<file path="src/rtl/ahb_slv_regfile.sv">
// AHB-Lite slave holding ID/SCRATCH/INT_RAW/INT_MASK/CNT registers, with
// configurable wait states, two-cycle ERROR response and a level interrupt.
module ahb_slv_regfile #(
   parameter logic [31:0] ID_VALUE = 32'hE0A0_0001,
   parameter int unsigned WAIT_CYC = 0,
   parameter int unsigned NUM_INT  = 8
) (
   input  logic               hclk,
   input  logic               rst_n,
   input  logic               hsel,
   input  logic [1:0]         htrans,
   input  logic               hwrite,
   input  logic [31:0]        haddr,
   input  logic [2:0]         hsize,
   input  logic [31:0]        hwdata,
   input  logic               hready_in,
   output logic               hready_out,
   output logic [1:0]         hresp,
   output logic [31:0]        hrdata,
   input  logic [NUM_INT-1:0] intr_src,
   output logic               intr
);

   typedef enum logic [1:0] {S_IDLE, S_WAIT, S_ERR1, S_ERR2} state_t;

   typedef struct packed {
      logic       vld;
      logic       wr;
      logic [7:0] addr;
   } dphase_t;

   state_t             state_q, state_d;
   logic [3:0]         wcnt_q, wcnt_d;
   dphase_t            dp_q, dp_d;
   logic [31:0]        scratch_q, scratch_d;
   logic [31:0]        cnt_q, cnt_d;
   logic [NUM_INT-1:0] raw_q, raw_d;
   logic [NUM_INT-1:0] mask_q, mask_d;
   logic [NUM_INT-1:0] src_dly_q, src_dly_d;
   logic               intr_q, intr_d;

   logic               accept, req_err, done;
   logic [NUM_INT-1:0] clr, rise;
   logic [31:0]        raw_rd, mask_rd, rd_data;
   logic               unused_ok;

   assign unused_ok = &{1'b0, haddr[31:8], htrans[0]};

   assign accept  = hsel & htrans[1] & hready_in & (state_q == S_IDLE);
   assign req_err = (hsize != 3'b010) | (haddr[1:0] != 2'b00) | (haddr[7:0] > 8'h10);
   // A pending OKAY data phase completes once the FSM is back in IDLE.
   assign done    = (state_q == S_IDLE) & dp_q.vld;
   assign rise    = intr_src & ~src_dly_q;

   always_comb begin
      state_d = state_q;
      wcnt_d  = wcnt_q;
      dp_d    = dp_q;
      case (state_q)
         S_IDLE: begin
            if (done) dp_d.vld = 1'b0;
            if (accept) begin
               dp_d.addr = haddr[7:0];
               dp_d.wr   = hwrite;
               if (req_err) begin
                  state_d = S_ERR1;
               end else begin
                  dp_d.vld = 1'b1;
                  if (WAIT_CYC > 0) begin
                     state_d = S_WAIT;
                     wcnt_d  = 4'(WAIT_CYC);
                  end
               end
            end
         end
         S_WAIT: begin
            wcnt_d = wcnt_q - 4'd1;
            if (wcnt_q <= 4'd1) state_d = S_IDLE;
         end
         S_ERR1:  state_d = S_ERR2;
         S_ERR2:  state_d = S_IDLE;
         default: state_d = S_IDLE;
      endcase
   end

   always_comb begin
      raw_rd  = '0;
      mask_rd = '0;
      raw_rd[NUM_INT-1:0]  = raw_q;
      mask_rd[NUM_INT-1:0] = mask_q;
      case (dp_q.addr)
         8'h00:   rd_data = ID_VALUE;
         8'h04:   rd_data = scratch_q;
         8'h08:   rd_data = raw_rd;
         8'h0C:   rd_data = mask_rd;
         8'h10:   rd_data = cnt_q;
         default: rd_data = '0;
      endcase
   end

   always_comb begin
      scratch_d = scratch_q;
      mask_d    = mask_q;
      clr       = '0;
      if (done & dp_q.wr) begin
         case (dp_q.addr)
            8'h04:   scratch_d = hwdata;
            8'h08:   clr       = hwdata[NUM_INT-1:0];
            8'h0C:   mask_d    = hwdata[NUM_INT-1:0];
            default: ;
         endcase
      end
      // Rising edge beats a simultaneous W1C on the same bit.
      raw_d     = (raw_q & ~clr) | rise;
      src_dly_d = intr_src;
      cnt_d     = done ? cnt_q + 32'd1 : cnt_q;
      intr_d    = |(raw_q & mask_q);
   end

   assign hready_out = (state_q != S_WAIT) & (state_q != S_ERR1);
   assign hresp      = ((state_q == S_ERR1) | (state_q == S_ERR2)) ? 2'b01 : 2'b00;
   assign hrdata     = (done & ~dp_q.wr) ? rd_data : 32'd0;
   assign intr       = intr_q;

   always_ff @(posedge hclk) begin
      if (!rst_n) begin
         state_q   <= S_IDLE;
         wcnt_q    <= '0;
         dp_q      <= '0;
         scratch_q <= '0;
         cnt_q     <= '0;
         raw_q     <= '0;
         mask_q    <= '0;
         src_dly_q <= '0;
         intr_q    <= 1'b0;
      end else begin
         state_q   <= state_d;
         wcnt_q    <= wcnt_d;
         dp_q      <= dp_d;
         scratch_q <= scratch_d;
         cnt_q     <= cnt_d;
         raw_q     <= raw_d;
         mask_q    <= mask_d;
         src_dly_q <= src_dly_d;
         intr_q    <= intr_d;
      end
   end

endmodule

</file>
<file path="config.mk">
export PLATFORM = sky130hd
export DESIGN_NAME = ahb_slv_regfile
export DESIGN_NICKNAME = d
export VERILOG_FILES = /design/src/rtl/ahb_slv_regfile.sv
export SDC_FILE = /design/constraint.sdc
export NUM_CORES = 1
export LEC_CHECK = 0
export CAP_MARGIN = 20
export CORE_AREA = 2 2 115 117
export DETAILED_ROUTE_END_ITERATION = 7
export DIE_AREA = 0 0 117 119
export GPL_TIMING_DRIVEN = 0
export PLACE_DENSITY = 0.66
export SYNTH_ARGS = -nofsm -noshare
export SYNTH_HDL_FRONTEND = slang
export SYNTH_SLANG_ARGS = --single-unit
</file>
<file path="constraint.sdc">
create_clock -name hclk -period 6.9 [get_ports hclk]
set_input_delay 1.035 -clock hclk [delete_from_list [all_inputs] [get_ports hclk]]
set_output_delay 1.035 -clock hclk [all_outputs]
set_load 0.05 [all_outputs]
</file>
==> Word level (Yosys, flattened, before mapping) <==
Cells that the tools add are included.
{ "word_totals": {"ff_bits": 105, "output_inout_bits": 36, "elab_cells": 65} }
{ "op_classes": {"addsub": 2, "order_cmp": 2, "n_eq_ne": 13, "muxes": 12, "n_bitwise": 17, "reduce_logical": 8} }
{ "op_table": {"columns": ["op", "count"], "rows": [
  ["one-hot mux 32 bit (5 select lines)", 1],
  ["adder 32 x 1 -> 32 bit, second input constant", 1],
  ["2-to-1 mux 32 bit", 1],
  ["AND 8 bit", 3],
  ["== test 8 x 4 -> 1 bit, second input constant", 2],
  ["2-to-1 mux 8 bit", 2],
  ["inverter 8 bit", 2],
  ["2-to-1 mux 10 bit", 1],
  ["== test 8 x 3 -> 1 bit, second input constant", 1],
  ["== test 8 x 5 -> 1 bit, second input constant", 1],
  ["> comparator 8 x 5 -> 1 bit, second input constant", 1],
  ["zero test 8 bit", 1],
  ["inequality test 2 bit, second input constant", 4],
  ["bitwise OR 8 bit", 1],
  ["one-hot mux 2 bit (4 select lines)", 1],
  ["OR reduction 8 bit", 1],
  ["AND 1 bit", 7],
  ["2-to-1 mux 2 bit", 3],
  ["AND reduction 2 bit", 3],
  ["== test 2 bit, second input constant", 2],
  ["less-or-equal comparator 4 x 1 -> 1 bit, second input constant", 1],
  ["subtractor 4 x 1 -> 4 bit, second input constant", 1],
  ["2-to-1 mux 1 bit", 3],
  ["inequality test 3 x 2 -> 1 bit, second input constant", 1],
  ["other kinds (7)", 9]
]} }

==> Longest topological paths before layout <==
{ "logic_depth": {"word_depth": 7, "depth_mapped": 9, "mapped_depth_nobuf": 6} }

==> Worst setup path after synthesis <==
OpenSTA, ideal clock, no wires.
{ "synth_timing": {"path_kind": "register to output", "start": "register state_q[0]", "end": "output hrdata[11]", "arrival_time_ps": 2395, "path_slack_ps": 3470, "stages_incl_launch_ff": 9, "cell_sequence": "dfxtp_1 -> inv_1 -> ha_1 -> buf_4 -> nor4bb_1 -> nor3b_1 -> o21ai_1 -> clkbuf_1 -> nor2_1"} }
{ "synth_via": {"elab_chain_cells": 4} }
{ "synth_rtl": {"columns": ["item", "line_no", "rtl"], "rows": [
  ["start, declared", "32", "state_t state_q, state_d;"],
  ["start signal, assigned", "137", "state_q <= state_d;"],
  ["zero test 2 bit", "52", "assign done = (state_q == S_IDLE) & dp_q.vld;"],
  ["AND 1 bit", "52", null],
  ["AND 1 bit", "122", "assign hrdata = (done & ~dp_q.wr) ? rd_data : 32'd0;"],
  ["2-to-1 mux 32 bit", "122", null],
  ["end, declared", "19", "output logic [31:0] hrdata,"]
]} }
No other way between the ends.

==> Worst setup path after layout <==
{ "layout_timing": {"start": "register dp_q[4] in the netlist's numbering", "end": "output hrdata[0]"} }
{ "layout_via": {"elab_chain_cells": 3, "elab_cells_between_ends": 7, "classes_between": "eq/ne: 4; mux: 2; reduce/logical: 1"} }
{ "layout_rtl": {"columns": ["item", "line_no", "rtl"], "rows": [
  ["start, declared", "34", "dphase_t dp_q, dp_d;"],
  ["start signal, assigned", "139", "dp_q <= dp_d;"],
  ["== test 8 x 5 -> 1 bit (tied with other cells)", "91", "case (dp_q.addr)"],
  ["one-hot mux 32 bit (5 select lines) (*)", "91", null],
  ["2-to-1 mux 32 bit (*)", "122", null]
]} }
Every way passes the cells marked *; elsewhere a longest branch is shown, timed or not.

==> flow_metrics.tcl <==
set metrics [dict create \
    grt_max_degree 18 \
    clockBufferDepth 2 \
    coreArea_um2 12870 \
    synth_top_cell_by_area "dfxtp_1" \
    cts-root-buf "clkbuf_16" \
    hold_depth 2 \
    synth_cells 583 \
    synth_most_common_cell "dfxtp_1" \
    period_minus_slack_ns 4.673 \
    num_rows 42 \
    dieArea_um2 13920 \
    pin_count 118 \
    hpwl_um 9825 \
    antenna_left 0 \
    synth_top_area_share_pct 41.90 \
    final.setup.tns_ns 0 \
    cts_tree "done" \
    ys_seq_area_share_pct 41.90 \
    routabilityCongestion 0.8276 \
    stdcell_count 866 \
    initial_core_util_pct 38.97 \
    leakagePower_nw 2.440 \
    nets 775 \
    max_clock_freq_mhz 214.0 \
    drcViolationCount 0 \
    syn_area_um2 5017 \
    final_area_um2 6467 \
    firstDrtPassIters 6 \
    hold_viol_final 0 \
    whs_ns 0.4644 \
    antenna_cells 0 \
    synth_common_cells "dfxtp_1 (105), nor2_1 (80), a21oi_1 (47)" \
    power_mw 1.376 \
    totalWireLength_um 13210 \
    clock_latency_ns 0.35 \
    hold_buffers 0 \
    powerDensity_nw_per_um2 212.8 \
    final.setup_skew_ns 0.008176 \
    cp.required_ns 5.86 \
    placed_cell_area_um2 6148 \
    areaGrowthSynthToFinish_pct 28.90 \
    drive_above_1_share_pct 5.217 \
    cap_violations 0 \
    async_flop_share_pct 0 \
    synth_edf_count 0 \
    dpl.cell_count 850 \
    synth_flop_cell "dfxtp_1" \
    routedWlPerCell_um 15.26 \
    clk_pin_slew_ns 0.07 \
    final_util_pct 50.23 \
    finalMaxSlewViolations 0 \
    critPathArrivalTime_ns 3.64 \
    setup_violations 0 \
    first_iter_violations 254 \
    overflow 0 \
    routed_via_density 5.337 \
    slowest_stage "clkdlybuf4s50_1" \
    endpoint_kind "primary output" \
    portBuffers 91 \
    slowest_delay_ns 0.85 \
    post-route-period-util_pct 67.72 \
    relSlewSlack_pct 49.28 \
    route.vias.total 4622 \
    avgSynthCellArea_um2 8.606 \
    pre_cts_ws_ns 2.701 \
    track_usage_pct 19.68 \
    start_kind "flip-flop" \
    synthTopCellsByArea "dfxtp_1 (42%), mux2i_1 (8.4%), nor2_1 (6.0%)" \
    die_x_um 117 \
    clock-sinks 105 \
    synth.distinct_cells 53 \
    synth_fp_nets 673 \
    cts_inserted_buffers 9 \
    post_cts_buffers 0 \
    antenna_found_initial 0 \
    path_common_cell "clkbuf_1" \
    ir_drop_uv 156.2 \
    r2r_cells 9 \
    tightest_slew_ns 0.7550 \
    layout_setup_ws_ns 2.227 \
    ys_seq_elements 105 \
    grt_setup_unrepaired "false" \
    grt_pass1_wl_um 21850 \
    status "completed" \
    hold_class "reg -> reg" \
    yosysWarnings 0 \
    path_cells "clkbuf_1 -> nor4_1 -> clkbuf_1 -> and2_1 -> buf_2 -> nand3_1 -> a21oi_1 -> clkdlybuf4s50_1" \
    htreeDepth 3 \
    grt_pass1_vias 4646 \
    cts-resized-gates 0 \
    die_h_um 119 \
    worstSetupPathType "reg -> out" \
    worstPathMaxFanout 10 \
]
worst max-delay path: cells and delay by family, from the launching register on:
family / cells / cell delay [ns]
flops: 1 / 0.30
simple gates: 3 / 0.99
compound gates: 1 / 0.22
buf+inv: 4 / 1.77
final timing paths:
check	start	slack, ns	to
max	dp_q[4]$_SDFFE_PN0P_	2.23	hrdata[0]
min	cnt_q[31]$_SDFFE_PN0N_	0.46	cnt_q[31]$_SDFFE_PN0N_
max reg2reg	state_q[0]$_SDFFE_PN0P_	4.34	cnt_q[21]$_SDFFE_PN0N_
min reg2reg	cnt_q[31]$_SDFFE_PN0N_	0.46	cnt_q[31]$_SDFFE_PN0N_
cell usage in the layout, fill, tap and decap left out, types with 9 or more instances in the layout:
cell / n
nand2_1: 38
nand3_1: 9
nor2b_1: 9
inv_1: 18
clkbuf_16: 9
and2_1: 11
and3_1: 9
o21ai_0: 15
nand4_1: 9
dfxtp_1: 105
a22oi_1: 30
mux2i_1: 42
or4_1: 11
o31ai_1: 12
nor2_1: 80
clkbuf_1: 24
nor3b_1: 9
a21oi_1: 47
clkdlybuf4s50_1: 91
final cells by class:
| class | count | area, µm² |
|---|---|---|
| timing repair buffer | 91 | 910.9 |
| inverter | 19 | 71.32 |
| fill | 1238 | 6407 |
| multi-input combinational | 422 | 2676 |
| clock inverter | 6 | 90.09 |
| tap | 176 | 220.2 |
| sequential | 105 | 2102 |
| clock buffer | 10 | 229.0 |
| buffer | 37 | 167.7 |
cell families after synthesis:
logic type	synth area share (%)
other cells	0.07474
fa+ha+maj	1.995
xor+xnor	1.920
flops	41.90
buf+inv	4.763
compound gates	17.36
mux	8.603
simple gates	23.39
report_power, final:
| part | switching [mW] | internal [mW] | leakage, nW |
|---|---|---|---|
| logic | 0.104 | 0.0843 | 1.44 |
| clock network | 0.231 | 0.320 | 0.153 |
| registers | 0.0140 | 0.623 | 0.851 |
| total | 0.349 | 1.03 | 2.44 |
registers in the layout (all words and copies together) (netlist names):
| name | flops |
|---|---|
| wcnt_q | 4 |
| raw_q | 8 |
| scratch_q | 32 |
| state_q | 2 |
| intr | 1 |
| dp_q | 10 |
| src_dly_q | 8 |
| mask_q | 8 |
| cnt_q | 32 |
metal layers:
layer  global-route usage, %  vias to the layer above  share of wire [%]
met3                   4.224                       27                5.5
met5                       0                        -                  0
met4                   6.838                        0                2.8
met2                   33.13                      151                 49
met1                   24.66                     2148                 43
li1                        -                     2296                  -
Note: power is estimated with default switching activity, not from simulation.
